## src/rtl/seven_seg_scan_driver_pkg.sv

```systemverilog
// Shared definitions for the seven-segment scan driver: FSM states, segment bit order
// and the active-high hex-to-segment table.
package seven_seg_scan_driver_pkg;

   typedef enum logic {
      S_BLANK = 1'b0,
      S_ON    = 1'b1
   } state_t;

   // Segment bit positions within the 7-bit {g,f,e,d,c,b,a} bus
   localparam int SEG_A = 0;
   localparam int SEG_B = 1;
   localparam int SEG_C = 2;
   localparam int SEG_D = 3;
   localparam int SEG_E = 4;
   localparam int SEG_F = 5;
   localparam int SEG_G = 6;

   localparam logic [6:0] HEX_SEG [16] = '{
      7'h3F, 7'h06, 7'h5B, 7'h4F, 7'h66, 7'h6D, 7'h7D, 7'h07,
      7'h7F, 7'h6F, 7'h77, 7'h7C, 7'h39, 7'h5E, 7'h79, 7'h71
   };

endpackage

```

## src/rtl/seven_seg_scan_driver_hex_to_seven_seg.sv

```systemverilog
// Combinational nibble to active-high segment decode; zero latency, no flow control.
module hex_to_seven_seg
   import seven_seg_scan_driver_pkg::*;
(
   input  logic [3:0] nibble,
   output logic [6:0] seg
);

   assign seg = HEX_SEG[nibble];

endmodule

```

## src/rtl/seven_seg_scan_driver.sv

```systemverilog
// Multiplexed hex display scanner with blank gap between digits; pins registered (1 cycle),
// loads always accepted and applied at frame wrap. SEVEN_SEG_LZ_BLANK_EN enables leading-zero blanking.
module seven_seg_scan_driver
   import seven_seg_scan_driver_pkg::*;
#(
   parameter int NUM_DIGITS     = 2,
   parameter int ON_CYCLES      = 25000,
   parameter int BLANK_CYCLES   = 250,
   parameter int SEG_ACTIVE_LOW = 1
) (
   input  logic                    i_Clk,
   input  logic                    i_Rst,
   input  logic [4*NUM_DIGITS-1:0] i_Value,
   input  logic                    i_Load,
   output logic [6:0]              o_Segment,
   output logic [NUM_DIGITS-1:0]   o_Digit_En,
   output logic                    o_Frame_Done
);

   localparam int MAX_LIMIT = (ON_CYCLES > BLANK_CYCLES) ? ON_CYCLES : BLANK_CYCLES;
   localparam int CNT_W     = $clog2(MAX_LIMIT + 1);
   localparam int IDX_W     = (NUM_DIGITS > 1) ? $clog2(NUM_DIGITS) : 1;

   localparam logic [6:0]            SEG_OFF = (SEG_ACTIVE_LOW != 0) ? 7'h7F : 7'h00;
   localparam logic [NUM_DIGITS-1:0] DIG_OFF = (SEG_ACTIVE_LOW != 0) ? '1 : '0;

   state_t                    state, state_nxt;
   logic [CNT_W-1:0]          cnt, cnt_nxt;
   logic [IDX_W-1:0]          idx, idx_nxt;
   logic                      wrap;
   logic [4*NUM_DIGITS-1:0]   display, shadow;
   logic                      pending;
   logic [3:0]                nibble;
   logic [6:0]                seg_dec;
   logic [6:0]                seg_act;
   logic [NUM_DIGITS-1:0]     en_onehot;
   logic                      lz_blank;

   always_comb begin
      state_nxt = state;
      cnt_nxt   = cnt + 1'b1;
      idx_nxt   = idx;
      wrap      = 1'b0;
      case (state)
         S_BLANK: begin
            if (cnt == CNT_W'(BLANK_CYCLES - 1)) begin
               state_nxt = S_ON;
               cnt_nxt   = '0;
            end
         end
         S_ON: begin
            if (cnt == CNT_W'(ON_CYCLES - 1)) begin
               state_nxt = S_BLANK;
               cnt_nxt   = '0;
               if (idx == IDX_W'(NUM_DIGITS - 1)) begin
                  idx_nxt = '0;
                  wrap    = 1'b1;
               end else begin
                  idx_nxt = idx + 1'b1;
               end
            end
         end
         default: begin
            state_nxt = S_BLANK;
            cnt_nxt   = '0;
         end
      endcase
   end

   assign nibble    = display[idx*4 +: 4];
   assign en_onehot = NUM_DIGITS'(1) << idx;

   hex_to_seven_seg u_hex (
      .nibble (nibble),
      .seg    (seg_dec)
   );

`ifdef SEVEN_SEG_LZ_BLANK_EN
   // Blank this digit when it and every more-significant nibble are zero; digit 0 always shows
   always_comb begin
      lz_blank = (idx != '0);
      for (int j = 0; j < NUM_DIGITS; j++) begin
         if (j >= int'(idx) && display[j*4 +: 4] != 4'h0)
            lz_blank = 1'b0;
      end
   end
`else
   assign lz_blank = 1'b0;
`endif

   assign seg_act = (state == S_ON && !lz_blank) ? seg_dec : 7'h00;

   always_ff @(posedge i_Clk) begin
      if (i_Rst) begin
         state        <= S_BLANK;
         cnt          <= '0;
         idx          <= '0;
         display      <= '0;
         shadow       <= '0;
         pending      <= 1'b0;
         o_Segment    <= SEG_OFF;
         o_Digit_En   <= DIG_OFF;
         o_Frame_Done <= 1'b0;
      end else begin
         state        <= state_nxt;
         cnt          <= cnt_nxt;
         idx          <= idx_nxt;
         o_Segment    <= seg_act ^ SEG_OFF;
         o_Digit_En   <= (state == S_ON) ? (en_onehot ^ DIG_OFF) : DIG_OFF;
         o_Frame_Done <= wrap;
         // Copy takes the pre-load shadow; a load on the wrap cycle stays pending
         if (wrap && pending)
            display <= shadow;
         if (i_Load) begin
            shadow  <= i_Value;
            pending <= 1'b1;
         end else if (wrap) begin
            pending <= 1'b0;
         end
      end
   end

endmodule

```

## config.mk

```make
export PLATFORM = sky130hd
export DESIGN_NAME = seven_seg_scan_driver
export DESIGN_NICKNAME = d
export VERILOG_FILES = /design/src/rtl/seven_seg_scan_driver_pkg.sv /design/src/rtl/seven_seg_scan_driver_hex_to_seven_seg.sv /design/src/rtl/seven_seg_scan_driver.sv
export SDC_FILE = /design/constraint.sdc
export NUM_CORES = 1
export LEC_CHECK = 0
export BUFFER_PORTS_ARGS = -buffer_cell sky130_fd_sc_hd__buf_4
export CELL_PAD_IN_SITES_DETAIL_PLACEMENT = 0
export CELL_PAD_IN_SITES_GLOBAL_PLACEMENT = 1
export CORE_MARGIN = 3
export CORE_UTILIZATION = 34
export CTS_BUF_LIST = sky130_fd_sc_hd__clkbuf_4
export DETAILED_ROUTE_END_ITERATION = 8
export GPL_TIMING_DRIVEN = 0
export PLACE_DENSITY_LB_ADDON = 0.3
export REMOVE_ABC_BUFFERS = 1
export SLEW_MARGIN = 20
export SYNTH_ARGS = -nofsm -noshare
export SYNTH_HDL_FRONTEND = slang
export SYNTH_HIERARCHICAL = 1
export SYNTH_SLANG_ARGS = --single-unit
```

## constraint.sdc

```tcl
create_clock -name i_Clk -period 3.9 [get_ports i_Clk]
set_input_delay 0.585 -clock i_Clk [delete_from_list [all_inputs] [get_ports i_Clk]]
set_output_delay 0.585 -clock i_Clk [all_outputs]
set_load 0.01 [all_outputs]
```

# Word level (Yosys, flattened, before mapping)
# Memory sizes are Yosys's and may differ from the RTL's.
# Index checks and enable logic that the tools add are counted.
# op_classes
addsub	2
n_lt_le_gt_ge	1
n_eq_ne	2
n_shift	2
n_mux	15
bitwise	4
reduce_logical	4
# ops
op	count
15-bit 2-to-1 mux	2
15-bit one-hot mux with 2 select lines	1
7-bit 2-to-1 mux	3
15-bit by 1-bit adder with 15-bit output (second input constant)	1
15-bit equality test (second input constant)	1
15-bit by 8-bit equality test with 1-bit output (second input constant)	1
1-bit 2-to-1 mux	8
8-bit by 4-bit indexed part select with 4-bit output	1
7-bit NOT	1
5-bit greater-or-equal comparator (second input constant)	1
4-bit NOT with 5-bit output	1
2-bit NOT	1
1-bit one-hot mux with 2 select lines	1
2-bit AND reduction	1
2-bit nonzero test	1
2-bit OR reduction	1
1-bit by 1-bit << shifter with 2-bit output (first input constant)	1
1-bit adder (second input constant)	1
1-bit logical AND	1
1-bit NOT	1
# totals
register_bits	44
mem_bits_ro	112
wordCells	40
n_memories	1
# mem_list
memory	words	width	read_ports	rd_clocked_by_memory_dff	write_ports	line	rtl
(no name shown)	16	7	1	0	0	seven_seg_scan_driver_hex_to_seven_seg.sv:9	assign seg = HEX_SEG[nibble];

# Logic depth before layout (Yosys ltp)
# logic_depth
ltp_word	7
mapped_depth	7
depth_no_buf	6

# Hierarchy
# Netlist, hierarchy kept.
# modules_own_cells
mod	instances	cells_each	area_each_um2	seq_area_each_um2
seven_seg_scan_driver	1	184	1754.2	880.8
hex_to_seven_seg	1	33	290.3	0.0

# Worst setup path before layout
# No wires, ideal clock.
# synth_path
path_type	reg2reg
start	register idx
end	register o_Segment[3]
arrival_time_ns	1.875
path_slack_ns	1.964
path_stages_with_launch	8
path_buffers	1
period_less_slack_ns	1.936
path_cell_list	dfxtp_1 > clkbuf_1 > mux2_2 > inv_1 > ha_1 > inv_1 > mux4_1 > nand2_1
# synth_via
elab_chain_len	7
# synth_rtl
element	line	rtl
start, declared	seven_seg_scan_driver.sv:29	logic [IDX_W-1:0] idx, idx_nxt;
start signal, assigned	seven_seg_scan_driver.sv:107	idx <= idx_nxt;
8-bit by 4-bit indexed part select with 4-bit output	seven_seg_scan_driver.sv:70	assign nibble = display[idx*4 +: 4];
via nibble[1]	seven_seg_scan_driver.sv:33	logic [3:0] nibble;
4-bit NOT with 5-bit output (implied by the code)	seven_seg_scan_driver_hex_to_seven_seg.sv:9	
memory 16 x 7 bit	-	
7-bit 2-to-1 mux (implied by the code) (2 in a row)	seven_seg_scan_driver_hex_to_seven_seg.sv:9	
via seg_dec[3]	seven_seg_scan_driver.sv:34	logic [6:0] seg_dec;
7-bit 2-to-1 mux	seven_seg_scan_driver.sv:91	assign seg_act = (state == S_ON && !lz_blank) ? seg_dec : 7'h00;
7-bit NOT (no source line)	-	
end signal, assigned	seven_seg_scan_driver.sv:108	o_Segment <= seg_act ^ SEG_OFF;
end, declared	seven_seg_scan_driver.sv:15	output logic [6:0] o_Segment,
# The timed path passes the listed nets, and every way through them passes these cells. The select of a mux whose other input is x is not followed.
# A chain may end at the register's enable or synchronous reset.

# Final worst setup path
# Ends and elaborated chain as after synthesis.

==> key figures <==
Global routing
  • Initial antenna violation count: 0
  • All-Layer GR Usage: 11.3%
  • Largest net degree at the start of global routing: 22
  • First-pass GRT wire length: 6.53 mm
  • Congestion Overflow GR: 0
  • Vias in the first global route: 1,454

Layout
  • Finished Layout Cells: 304
  • Layout net count: 251
  • Ratio of cells with drive above 1 in the final layout: 18.1%
  • Most common cell after layout, fill and taps aside: dfxtp_1
  • Layout Area Growth over Synthesis: 11.5%
  • Ant. Diodes: 0
  • Commonest non-fill, non-tap cells in the layout: dfxtp_1 (44), nor2_1 (29), buf_4 (20)

Critical path
  • CP Max Fanout: 11
  • Worst path cell trace: mux2_2, inv_1, ha_1, inv_1, mux4_1, nand2_1
  • Slowest cell on crit path: dfxtp_1
  • CP peak stage delay: 0.59 ns
  • Worst path required time: 4.21 ns
  • Worst r2r dst: o_Segment[3]$_SDFF_PP1_
  • R2R Path Start: idx$_SDFFE_PP0P_
  • Setup crit end kind: flip-flop
  • WP data arrival: 2.40 ns
  • R2R depth: 6
  • Crit-path leading delay family: multiplexers
  • Buf+Inv Stages, Crit Path: 2
  • Startpoint types: flip-flop
  • Reg2reg setup slack: 1.81 ns
  • Crit path top cell by count: inv_1
  • WS Path Type: flip-flop to flip-flop

Placed design
  • Setup WS pre-CTS: 1.84 ns
  • DP HPWL: 2.54 mm
  • Routability Congestion: 0.704
  • Cells after DPL: 296
  • I/O Buffers: 20

Power and ir drop
  • Peak VDD IR: 0.141 mV
  • Pwr Density: 317 nW/um2
  • Leakage dissipation: 0.807 nW

CTS
  • CTS tree: yes
  • Worst-path clk slew: 0.14 ns
  • Clock buffer count from CTS: 5
  • Worst-case clock buffer depth: 2
  • Number of hold buffers added after CTS: 0
  • Root Driver: clkbuf_4
  • Setup Fix Bufs, Post-CTS: 0
  • Htree depth: 2
  • Resized Gates After CTS: 0
  • CTS Sinks: 44
  • Skew-Pair Late Insertion Delay: 0.37 ns

Synthesis
  • Seq/Total Area, Yosys: 43.1%
  • Mapped Cells: 217
  • Mean Syn Cell Area: 9.42 um2
  • Post-synth EDFFs: 0
  • Yosys warns: 6
  • Top FF cell, synth: dfxtp_1
  • Asr flop ratio synth: 0%
  • Count of different cell masters after synthesis: 42
  • #FFs+latches synth: 44
  • Post-synthesis cell area: 2040 um2

Routing
  • Routed Antenna Nets: 0
  • Total wire length: 3.66 mm
  • DRC viols: 0
  • DR vias: 1,493
  • 1st-iter DRT viols: 61
  • Avg Vias per Cell: 4.91
  • Drt wl/cell: 12.1 um
  • Drt pass-1 iters: 4

Timing
  • Final Max Slew Viols: 0
  • Setup Viol. Count Final: 0
  • Final setup margin: 1.81 ns
  • Final clock skew: 0.0128 ns
  • RSZ-0062 raised after global routing: no
  • Final period util: 53.5%
  • Setup TNS Final: 0 ns
  • Achievable Freq: 0.479 GHz
  • Minimum clock period after layout: 2.09 ns
  • Final hold viol count: 0
  • Slew margin rel.: 58.8%
  • Worst-Margin Slew: 0.617 ns

Floorplan
  • # IOs: 21
  • Core area: 5680 um2
  • Die Y-Extent: 83.5 um
  • Die width: 83.5 um
  • Initial Util: 36.0%
  • DIE AREA: 6980 um2
  • Row cnt: 27

Hold path
  • WHS Path Cells: 3
  • Worst hold start: i_Value[6]
  • Worst min path class: input port to flip-flop
  • Endpoint, Worst Hold: shadow[6]$_SDFFE_PP0P_

Run status
  • Outcome: finished, final reports clean

Run
  • Max capacitance violation total: 0
## cells in the mapped netlist (all sizes together), types with 8 or more instances
| cell type | n | share of area [%] |
|---|---|---|
| a21oi | 12 | 2.9 |
| nand4 | 12 | 4.0 |
| dfxtp | 44 | 43 |
| mux2i | 10 | 4.9 |
| nand2 | 15 | 2.8 |
| xnor2 | 12 | 5.1 |
| nor2 | 29 | 5.3 |
| o21ai | 8 | 2.0 |
| ha | 9 | 5.5 |
## metrics by stage
stage | hold slack, ns | util (%) | instance area (um2) | power, mW
after floorplan | 0.440 | - | 1980 | 0.487
after global placement | 0.457 | 39.1 | 2220 | 0.504
after detailed placement | 0.464 | 39.1 | 2220 | 0.504
after CTS | 0.429 | 40.2 | 2280 | 0.737
after global routing | 0.432 | 40.2 | 2280 | 0.757
final | 0.440 | 40.2 | 2280 | 0.723
## per-layer routing
| layer | global-route usage (%) | share of wire (%) |
|---|---|---|
| met5 | 0 | 0 |
| met4 | 3.95 | 0.79 |
| met3 | 3.26 | 3.7 |
| met2 | 18.4 | 46 |
| met1 | 14.2 | 49 |
## registers in the layout (all words and copies together), names as in the netlist
register,flops
display,8
o_Frame_Done,1
o_Digit_En,2
pending,1
state,1
o_Segment,7
cnt,15
shadow,8
idx,1
## worst min-delay path, stage by stage
cell	delay [ns]
buf_4	0.08
mux2i_1	0.05
nor2_1	0.07
## report_power, final
part           internal, mW  switching [mW]
Combinational        0.0156          0.0141
Sequential            0.458         0.00622
Clock                0.0711           0.158
Total                 0.545           0.178
## cell type report
cell class,count,area [um2]
multi-input cells,153,1070
repair buffers,20,150
clock buffers,5,37.5
flip-flops and latches,44,881
well taps,72,90.1
clock inverters,3,23.8
inverters,7,26.3
fillers,586,3400
## cells by family (layout without fill, tap and decap cells)
family | count (synthesis) | in the layout | synth area share (%)
AO/OA/AOI/OAI | 23 | 23 | 6.24
XOR/XNOR | 14 | 14 | 6.00
adder cells (fa/ha/maj) | 9 | 9 | 5.51
buffers and inverters | 20 | 35 | 4.53
flip-flops | 44 | 44 | 43.1
multiplexers | 18 | 18 | 10.2
AND/OR/NAND/NOR | 89 | 89 | 24.4
## how the worst max path moves through the flow
stage,startpoint,endpoint,depth (start not counted)
after floorplan,idx$_SDFFE_PP0P_,o_Segment[3]$_SDFF_PP1_,6
after global placement,idx$_SDFFE_PP0P_,o_Segment[3]$_SDFF_PP1_,6
after detailed placement,idx$_SDFFE_PP0P_,o_Segment[3]$_SDFF_PP1_,6
after CTS,idx$_SDFFE_PP0P_,o_Segment[3]$_SDFF_PP1_,6
after global routing,idx$_SDFFE_PP0P_,o_Segment[3]$_SDFF_PP1_,6
final,idx$_SDFFE_PP0P_,o_Segment[3]$_SDFF_PP1_,6
Note: power is estimated with default switching activity, not from simulation.
